--- src/rtl/hazard_forward_unit_pkg.sv ---
// Shared pipeline definitions: operand-forwarding select codes, hazard FSM
// state encoding and the width of the hold-cycle down-counter.
package hazard_forward_unit_pkg;

    typedef enum logic [1:0] {
        FWD_RF  = 2'b00,
        FWD_WB  = 2'b01,
        FWD_MEM = 2'b10
    } fwd_sel_e;

    typedef enum logic {
        ST_IDLE = 1'b0,
        ST_HOLD = 1'b1
    } hz_state_e;

    localparam int REM_W = 2;

    // A pipeline stage can supply a source operand only if it really writes
    // the register file and the destination is not the hard-wired zero register.
    function automatic logic stage_hit(input logic we, input logic [7:0] dst, input logic [7:0] src);
        return we && (dst != 8'd0) && (dst == src);
    endfunction

endpackage

--- src/rtl/hazard_forward_unit_fwd_sel.sv ---
// Forwarding mux select for one ALU operand; MEM has priority over WB.
module fwd_sel
    import hazard_forward_unit_pkg::*;
#(
    parameter int AW = 5
) (
    input  logic [AW-1:0] src_i,
    input  logic [AW-1:0] exmemrd_i,
    input  logic          exmemregwrite_i,
    input  logic [AW-1:0] memwbrd_i,
    input  logic          memwbregwrite_i,
    output logic [1:0]    sel_o
);

    logic mem_hit;
    logic wb_hit;

    assign mem_hit = stage_hit(exmemregwrite_i, 8'(exmemrd_i), 8'(src_i));
    assign wb_hit  = stage_hit(memwbregwrite_i, 8'(memwbrd_i), 8'(src_i));

    // Priority select: the younger MEM result overrides the older WB result.
    always_comb begin
        sel_o = FWD_RF;
        if (mem_hit) begin
            sel_o = FWD_MEM;
        end else if (wb_hit) begin
            sel_o = FWD_WB;
        end
    end

endmodule

--- src/rtl/hazard_forward_unit.sv ---
// Operand forwarding plus load-use stall control with a saturating
// stall-cycle counter.
module hazard_forward_unit
    import hazard_forward_unit_pkg::*;
#(
    parameter int AW       = 5,
    parameter int LOAD_LAT = 1,
    parameter int CW       = 16
) (
    input  logic          clk,
    input  logic          reset,
    input  logic [AW-1:0] idexrs,
    input  logic [AW-1:0] idexrt,
    input  logic [AW-1:0] ifidrs,
    input  logic [AW-1:0] ifidrt,
    input  logic [AW-1:0] idexrd,
    input  logic          idexmemread,
    input  logic [AW-1:0] exmemrd,
    input  logic          exmemregwrite,
    input  logic [AW-1:0] memwbrd,
    input  logic          memwbregwrite,
    output logic [1:0]    faout,
    output logic [1:0]    fbout,
    output logic          stall,
    output logic          bubble,
    output logic [CW-1:0] stallcnt
);

    hz_state_e        state_q, state_d;
    logic [REM_W-1:0] rem_q, rem_d;
    logic [CW-1:0]    stallcnt_q, stallcnt_d;
    logic             stall_c;
    logic             detect;

    fwd_sel #(.AW(AW)) u_fwd_a (
        .src_i           (idexrs),
        .exmemrd_i       (exmemrd),
        .exmemregwrite_i (exmemregwrite),
        .memwbrd_i       (memwbrd),
        .memwbregwrite_i (memwbregwrite),
        .sel_o           (faout)
    );

    fwd_sel #(.AW(AW)) u_fwd_b (
        .src_i           (idexrt),
        .exmemrd_i       (exmemrd),
        .exmemregwrite_i (exmemregwrite),
        .memwbrd_i       (memwbrd),
        .memwbregwrite_i (memwbregwrite),
        .sel_o           (fbout)
    );

    // The load in EX targets a register the instruction in ID is about to read.
    assign detect = idexmemread && (idexrd != '0) &&
                    ((idexrd == ifidrs) || (idexrd == ifidrt));

    // Next-state and stall output; the detecting cycle itself is the first
    // stall cycle, HOLD covers the remaining LOAD_LAT-1 cycles.
    always_comb begin
        state_d = state_q;
        rem_d   = rem_q;
        stall_c = 1'b0;
        case (state_q)
            ST_IDLE: begin
                if (detect) begin
                    stall_c = 1'b1;
                    if (LOAD_LAT > 1) begin
                        state_d = ST_HOLD;
                        rem_d   = REM_W'(LOAD_LAT - 2);
                    end
                end
            end
            ST_HOLD: begin
                stall_c = 1'b1;
                if (rem_q == '0) begin
                    state_d = ST_IDLE;
                end else begin
                    rem_d = rem_q - 1'b1;
                end
            end
            default: begin
                state_d = ST_IDLE;
                rem_d   = '0;
            end
        endcase
        if (reset) begin
            stall_c = 1'b0;
        end
    end

    // Saturating count of cycles spent stalled.
    always_comb begin
        stallcnt_d = stallcnt_q;
        if (stall_c && (stallcnt_q != '1)) begin
            stallcnt_d = stallcnt_q + 1'b1;
        end
    end

    // State, hold counter and stall counter registers.
    always_ff @(posedge clk) begin
        if (reset) begin
            state_q    <= ST_IDLE;
            rem_q      <= '0;
            stallcnt_q <= '0;
        end else begin
            state_q    <= state_d;
            rem_q      <= rem_d;
            stallcnt_q <= stallcnt_d;
        end
    end

    assign stall    = stall_c;
    assign bubble   = stall_c;
    assign stallcnt = stallcnt_q;

endmodule

--- config.mk ---
export PLATFORM = sky130hd
export DESIGN_NAME = hazard_forward_unit
export DESIGN_NICKNAME = d
export VERILOG_FILES = /design/src/rtl/hazard_forward_unit_pkg.sv /design/src/rtl/hazard_forward_unit_fwd_sel.sv /design/src/rtl/hazard_forward_unit.sv
export SDC_FILE = /design/constraint.sdc
export NUM_CORES = 1
export LEC_CHECK = 0
export ABC_AREA = 1
export CAP_MARGIN = 20
export CORE_ASPECT_RATIO = 0.6
export CORE_UTILIZATION = 35
export CTS_BUF_LIST = sky130_fd_sc_hd__clkbuf_16
export DETAILED_ROUTE_END_ITERATION = 10
export DONT_BUFFER_PORTS = 1
export GPL_ROUTABILITY_DRIVEN = 0
export PLACE_DENSITY_LB_ADDON = 0.12
export SLEW_MARGIN = 20
export SYNTH_ARGS = -nofsm -noshare
export SYNTH_HDL_FRONTEND = slang
export SYNTH_SLANG_ARGS = --single-unit
--- constraint.sdc ---
create_clock -name clk -period 1.6 [get_ports clk]
set_clock_uncertainty 0.1 [all_clocks]
set_input_delay 0.08 -clock clk [delete_from_list [all_inputs] [get_ports clk]]
set_output_delay 0.08 -clock clk [all_outputs]
set_load 0.02 [all_outputs]
# Word level (Yosys, flattened, before mapping)
# Cells that the tools add are included.
# word_totals
reg_bits	19
input_bits	40
out_inout_bits	22
elab_cells	38
# classes
add_sub_neg	2
eq_ne	7
mux	8
bitwise	2
reduce_logical	16
# op_table
op	count
5-bit equality test	6
16-bit by 1-bit adder with 16-bit output (second input constant)	1
16-bit != test (second input constant)	1
5-bit nonzero test	3
1-bit logical AND	9
1-bit two-way mux	5
2-bit two-way mux	2
2-bit logical NOT	1
1-bit inverter	2
1-bit one-hot mux with 2 select lines	1
2-bit AND reduction	1
2-bit OR reduction	1
2-bit by 1-bit subtractor with 2-bit output (second input constant)	1
1-bit logical OR	1

# Depth between registers and ports, before layout
# Gate-level depths: netlist of the first run.
# depth
depth_word	7
ltp_mapped	13
depth_no_buf	12

# Hierarchy
# A second synthesis of the first run with hierarchy kept.
# unflattened
cells_unflattened	320
area_unflattened_um2	1725.4
# modules_own_cells
mod	n_inst	cells_per_inst	area_each_um2	seq_area_each_um2
hazard_forward_unit	1	218	1282.5	380.4
fwd_sel	2	51	221.5	0.0

# Least setup slack after synthesis of the first run
# No wires, ideal clock.
# synth_path
path_type	register to register
startpoint	reg stallcnt_q[1], in the netlist stallcnt[1]
endpoint	reg stallcnt_q[13], in the netlist stallcnt[13]
arrival_time_ns	1.605
t_required_ns	1.392
slack_ns	-0.213
stages_incl_launch_ff	14
period_less_slack_ns	1.813
cell_sequence	dfxtp_1 -> ha_1 -> nand2_1 -> inv_2 -> nand3b_4 -> nor2_4 -> nand3_2 -> buf_6 -> nand3_1 -> inv_2 -> nand2_1 -> nand2_1 -> nand2_2 -> nor2_2
# synth_between
elab_chain_cells	2
# synth_rtl
element	line_no	source
start: declaration	hazard_forward_unit.sv:31	logic [CW-1:0] stallcnt_q, stallcnt_d;
start signal: assignment	hazard_forward_unit.sv:108	stallcnt_q <= stallcnt_d;
branches (longest 2 deep; another with 16-bit by 1-bit adder with 16-bit output)	--	
# Several ways; the timed one is not identified.
# A chain may end at the register's enable or synchronous reset.

# Worst setup path in the final report of the first run
# layout_path
startpoint	reg stallcnt_q[0], in the netlist stallcnt[0]
endpoint	reg stallcnt_q[13], in the netlist stallcnt[13]
# Same word-level chain as after synthesis.

==> results of run 1 <==
==> power breakdown <==
part	switching [mW]	internal (mW)	total, mW
Clock	0.181	0.333	0.513
Sequential	0.00207	0.472	0.474
Combinational	0.0707	0.0670	0.138
==> logic make-up (layout without fill, tap and decap cells) <==
kind of cell	Yosys count	count (layout)	share of synthesized area, %
simple gates	149	149	44.8
buf+inv	53	86	13.8
xor+xnor	23	23	12.1
flops	19	19	22.8
compound gates	15	15	5.03
fa+ha+maj	2	2	1.50
==> cells in the mapped netlist (all sizes together), types with 2 or more instances <==
library cell / n / area, um^2
inv: 45 / 169
o21ai: 3 / 15.0
xnor2: 14 / 123
nand4: 8 / 50.1
dfxtp: 19 / 380
o41ai: 2 / 17.5
or2: 2 / 12.5
buf: 8 / 61.3
nor3: 6 / 35.0
nand3b: 3 / 38.8
nand3: 22 / 155
nand2: 71 / 289
nor2: 36 / 160
xor2: 9 / 78.8
a21oi: 9 / 45.0
ha: 2 / 25.0
==> cell type report <==
cell class,instances,area [um^2]
Timing Repair Buffer,37,310
Clock buffer,3,75.1
Inverter,45,176
Fill cell,473,2390
Tap cell,63,78.8
Sequential cell,19,393
Multi-Input combinational cell,189,1130
Clock inverter,1,3.75
==> worst paths after layout <==
kind / depth (start not counted) / to / startpoint / slack, ns
max: 13 / stallcnt[13]$_SDFFE_PP0P_ / stallcnt[0]$_SDFFE_PP0P_ / -0.03
min: 1 / stallcnt[13]$_SDFFE_PP0P_ / reset / -0.21
max reg2reg: 13 / stallcnt[13]$_SDFFE_PP0P_ / stallcnt[0]$_SDFFE_PP0P_ / -0.03
min reg2reg: 2 / rem_q[0]$_SDFFE_PP0P_ / rem_q[0]$_SDFFE_PP0P_ / 0.38
==> what timing repair did <==
action                     CTS  global route
gates cloned                 1             0
pin swaps                    2            10
buffers inserted             5             2
gates resized for setup      4            14
setup endpoints to repair    2            16
hold endpoints to repair     4             4
==> registers in the layout (all words and copies together) (netlist names) <==
name      cells
stallcnt     16
state_q       1
rem_q         2
==> metrics by stage <==
step                      TNS (ns)  total power [mW]  instances  utilization [%]  hold WS (ns)
final                       -0.211              1.12        357             47.6        -0.213
after global routing         -1.33              1.18        357             47.6        -0.220
after CTS                  -0.0135              1.14        355             46.2        -0.217
after detailed placement  -0.00183             0.621        345             42.8        0.0483
after global placement           0             0.619        345             42.8        0.0484
after floorplan            -0.0494             0.601        261                -        0.0461
==> layer usage <==
layer	up-vias	track usage (%)	routed length, um
li1	873	-	-
met1	694	24.9	2290
met2	33	23.9	1630
met3	2	5.51	240
met4	0	2.72	19
met5	-	0	0
==> flow_metrics.env, run 1 <==
export IMPL_status="finished, violations left"
export IMPL_violations="negative hold slack, negative setup slack"
export IMPL_synth_fp_nets=303
export IMPL_io_pins=62
export IMPL_dp_final_hpwl_mm=3.33
export IMPL_synth_edff_count=0
export IMPL_path_common_cell="nand2_1"
export IMPL_maxCapViolations=0
export IMPL_finalSetupViolCount=9
export IMPL_end_kind="flop"
export IMPL_min_period_ns=1.63
export IMPL_num_vias=1602
export IMPL_finish_net_count=337
export IMPL_hold_viol_final=4
export IMPL_die_area_um2=5050
export IMPL_p_leak_nw=1.03
export IMPL_grt_pass1_wl_mm=6.81
export IMPL_fin_hold_ws_ns=-0.213
export IMPL_dr_pass1_iters=4
export IMPL_synthFlopType="dfxtp_1"
export IMPL_layout_drive_gt1_share_pct=31.3
export IMPL_syn_inst=261
export IMPL_clk_latency_ns=0.25
export IMPL_cts_buffer_depth=2
export IMPL_rows=19
export IMPL_tightestPinTransition_ns=0.431
export IMPL_fp_dieW_um=91.1
export IMPL_die_h_um=55.5
export IMPL_critPathLaunchType="flop"
export IMPL_synth_area_um2=1670
export IMPL_ys_seq_area_share_pct=22.8
export IMPL_cts_tree="built"
export IMPL_path_class="flop to flop"
export IMPL_worst_ep_arrival_time_ns=1.69
export IMPL_grt_overflow_total=0
export IMPL_crit_family="simple AND/OR/NAND/NOR gates"
export IMPL_worst_slack_ns=-0.0350
export IMPL_track_usage_pct=16.8
export IMPL_relSlewSlack_pct=70.9
export IMPL_cp_max_fo=5
export IMPL_rsz0062_at_grt="yes"
export IMPL_ys_ff_latch=19
export IMPL_ant_nets=0
export IMPL_drv_slew=0
export IMPL_design_core_area_um2=4560
export IMPL_root_buffer="clkbuf_16"
export IMPL_cp_slowest_cell="dfxtp_4"
export IMPL_cts_sinks=19
export IMPL_critPathBufInv=3
export IMPL_area_growth_pct=30.2
export IMPL_n_antenna_cell=0
export IMPL_max_freq_mhz=612
export IMPL_wl_per_cell_um=11.7
export IMPL_antenna_found_initial=0
export IMPL_crit_required_ns=1.65
export IMPL_start_util_pct=36.5
export IMPL_postLayoutCellArea_um2=2170
export IMPL_port_buffers=0
export IMPL_mostFrequentLayoutCell="nand2_1"
export IMPL_ys_warn_count=0
export IMPL_place_area_um2=1950
export IMPL_peakVddDrop_mv=0.340
export IMPL_drtIter0Drc=46
export IMPL_routed_wl_mm=4.18
export IMPL_slowest_delay_ns=0.35
export IMPL_postSynthAreaPerCell_um2=6.39
export IMPL_cts_buffers=3
export IMPL_hold_path_class="input pin to flop"
export IMPL_dp_slack_ns=-0.00183
export IMPL_grt_max_degree=25
export IMPL_path_clk_slew_ns=0.06
export IMPL_worstPathCellList="ha_4 -> nand2_4 -> inv_4 -> nand3b_4 -> nor2_4 -> nand3_4 -> buf_12 -> nand3_2 -> inv_2 -> nand2_1 -> nand2_1 -> nand2_2 -> nor2_2"
export IMPL_cts_htree_levels=1
export IMPL_async_flop_share_pct=0
export IMPL_drc=0
export IMPL_power_density_nw_per_um2=518
export IMPL_layout_common_cells="63 x nand2_1, 38 x inv_1, 35 x buf_4"
export IMPL_grt_pass1_vias=1485
export IMPL_synth_cell_types=29
export IMPL_period_share_pct=102
export IMPL_vias_per_cell=4.49
(Power assumes the default switching activity.)
==> inputs of run 2 (changes only) <==
--- a/config.mk
+++ b/config.mk
@@ -8,7 +8,7 @@
 export ABC_AREA = 1
 export CAP_MARGIN = 20
 export CORE_ASPECT_RATIO = 0.6
-export CORE_UTILIZATION = 35
+export CORE_UTILIZATION = 57
 export CTS_BUF_LIST = sky130_fd_sc_hd__clkbuf_16
 export DETAILED_ROUTE_END_ITERATION = 10
 export DONT_BUFFER_PORTS = 1
==> flow_metrics.env, run 2 (synthesized netlist as in run 1, its figures left out) <==
export IMPL_nFillCells=186
export IMPL_n_antenna_cell=0
export IMPL_layout_common_cells="59 x nand2_1, 36 x inv_1, 34 x buf_4"
export IMPL_routed_wl_mm=4.19
export IMPL_power_density_nw_per_um2=538
export IMPL_p_sw_mw=0.269
export IMPL_power_frac_seq_pct=41.4
export IMPL_fin_hold_ws_ns=-0.218
export IMPL_dr_pass1_iters=5
export IMPL_rows=14
export IMPL_finalSetupViolCount=7
export IMPL_period_share_pct=104
export IMPL_crit_family="simple AND/OR/NAND/NOR gates"
export IMPL_p_clk_share_pct=46.2
export IMPL_critPathBufInv=2
export IMPL_path_class="flop to flop"
export IMPL_drv_slew=0
export IMPL_cts_tree="built"
export IMPL_intPower_mw=0.877
export IMPL_place_area_um2=1940
export IMPL_comb_power_share_pct=12.4
export IMPL_die_area_um2=3150
export IMPL_postLayoutCellArea_um2=2130
export IMPL_peakVddDrop_mv=0.567
export IMPL_end_kind="flop"
export IMPL_start_util_pct=63.5
export IMPL_worst_r2r_cell_count=11
export IMPL_fp_dieW_um=71.8
export IMPL_min_period_ns=1.66
export IMPL_finish_net_count=336
export IMPL_slowest_delay_ns=0.35
export IMPL_area_growth_pct=27.7
export IMPL_worst_ep_arrival_time_ns=1.76
export IMPL_largest_reg_flops=16
export IMPL_gr_usage_met3_pct=9.53
export IMPL_rsz0062_at_grt="yes"
export IMPL_cts_buffer_depth=2
export IMPL_num_vias=1717
export IMPL_cts_htree_levels=1
export IMPL_wl_per_cell_um=12.9
export IMPL_antenna_found_initial=0
export IMPL_grt_pass1_vias=1545
export IMPL_status="finished, violations left"
export IMPL_swShare_pct=23.5
export IMPL_grt_pass1_wl_mm=6.43
export IMPL_vias_per_cell=5.28
export IMPL_hold_path_class="input pin to flop"
export IMPL_total_power_mw=1.15
export IMPL_path_common_cell="nand2_1"
export IMPL_dp_slack_ns=-0.0455
export IMPL_gr_max_usage_layer="met2"
export IMPL_drc=0
export IMPL_worst_slack_ns=-0.0591
export IMPL_maxCapViolations=0
export IMPL_met2_usage_pct=40.8
export IMPL_critPathLaunch="stallcnt[1]$_SDFFE_PP0P_"
export IMPL_cts_buffers=3
export IMPL_critPathLaunchType="flop"
export IMPL_fin_cells=325
export IMPL_violations="negative hold slack, negative setup slack"
export IMPL_min_delay_start="reset"
export IMPL_r2r_slack_ns=-0.06
export IMPL_design_core_area_um2=2630
export IMPL_hold_depth=1
export IMPL_use_met1_pct=35.9
export IMPL_r2r_end="stallcnt[13]$_SDFFE_PP0P_"
export IMPL_cp_slowest_cell="dfxtp_4"
export IMPL_layout_drive_gt1_share_pct=32.8
export IMPL_grt_overflow_total=0
export IMPL_cp_max_fo=3
export IMPL_cts_sinks=19
export IMPL_clk_latency_ns=0.26
export IMPL_root_buffer="clkbuf_16"
export IMPL_mostFrequentLayoutCell="nand2_1"
export IMPL_tightestPinTransition_ns=0.458
export IMPL_drtIter0Drc=85
export IMPL_hold_path_endpoint="stallcnt[13]$_SDFFE_PP0P_"
export IMPL_port_buffers=0
export IMPL_place_inst=317
export IMPL_max_freq_mhz=603
export IMPL_io_pins=62
export IMPL_track_usage_pct=26.4
export IMPL_crit_required_ns=1.70
export IMPL_ant_nets=0
export IMPL_path_clk_slew_ns=0.06
export IMPL_rr_startpoint="stallcnt[1]$_SDFFE_PP0P_"
export IMPL_grt_max_degree=20
export IMPL_relSlewSlack_pct=69.0
export IMPL_hold_viol_final=4
export IMPL_worstPathCellList="buf_4 -> nand2_1 -> nor2_2 -> nand2_2 -> nor3_1 -> nand3_2 -> inv_2 -> nand2_1 -> nand2_1 -> nand2_2 -> nor2_2"
export IMPL_p_leak_nw=1.01
export IMPL_die_h_um=43.9
export IMPL_dp_final_hpwl_mm=3.12
## run 2: worst register-to-register path, cell delays in order, from the launching register on
cell and delay [ns]:
dfxtp_4 0.35, buf_4 0.15, nand2_1 0.07, nor2_2 0.12, nand2_2 0.11, nor3_1 0.27, nand3_2 0.12, inv_2 0.07
nand2_1 0.05, nand2_1 0.08, nand2_2 0.05, nor2_2 0.07
## run 2: final cells by class
cell class | instances | area, um^2 | share of cell area, %
Multi-Input combinational cell | 189 | 1160 | 54.4
Sequential cell | 19 | 393 | 18.4
Timing Repair Buffer | 36 | 287 | 13.5
Inverter | 45 | 171 | 8.05
Clock inverter | 1 | 5.00 | 0.235
Clock buffer | 3 | 75.1 | 3.53
Tap cell | 32 | 40.0 | 1.88
## run 2: worst max path at each step
| stage | depth (start not counted) | end | slack, ns |
|---|---|---|---|
| 6_report | 11 | stallcnt[13]$_SDFFE_PP0P_ | -0.06 |
| 5_1_grt | 11 | stallcnt[13]$_SDFFE_PP0P_ | -0.18 |
| 4_1_cts | 12 | stallcnt[8]$_SDFFE_PP0P_ | 0.001 |
| 3_5_place_dp | 13 | stallcnt[13]$_SDFFE_PP0P_ | -0.05 |
| 3_3_place_gp | 13 | stallcnt[13]$_SDFFE_PP0P_ | 0.02 |
| 2_1_floorplan | 13 | stallcnt[13]$_SDFFE_PP0P_ | -0.02 |
## run 2: timing repair
| item | CTS | global route |
|---|---|---|
| resized for setup | 2 | 20 |
| pin swaps | 1 | 5 |
| setup endpoints to repair | 10 | 13 |
| endpoints found under the hold margin | 4 | 4 |
| gates cloned | 0 | 0 |
| buffers inserted | 1 | 3 |
## run 2: per-stage QoR
stage               utilization [%]  setup TNS, ns  hold slack [ns]
floorplan                         -        -0.0494           0.0461
global placement               73.8              0           0.0475
detailed placement             73.8         -0.134           0.0487
CTS                            77.5              0           -0.222
global route                   81.0         -0.953           -0.220
finish                         81.0         -0.175           -0.218
## run 2: power groups by stage
stage | Sequential [mW] | Combinational [mW] | Clock, mW
2_1_floorplan | 0.485 | 0.116 | 0
3_3_place_gp | 0.484 | 0.133 | 0
3_5_place_dp | 0.484 | 0.136 | 0
4_1_cts | 0.474 | 0.137 | 0.531
5_1_grt | 0.474 | 0.163 | 0.549
6_report | 0.474 | 0.143 | 0.529
## run 2: routing by layer
layer  part of all wire, %  routed length [um]
met1                    48                2010
met2                    42                1740
met3                   9.8                 409
met4                  0.69                  29
met5                     0                   0
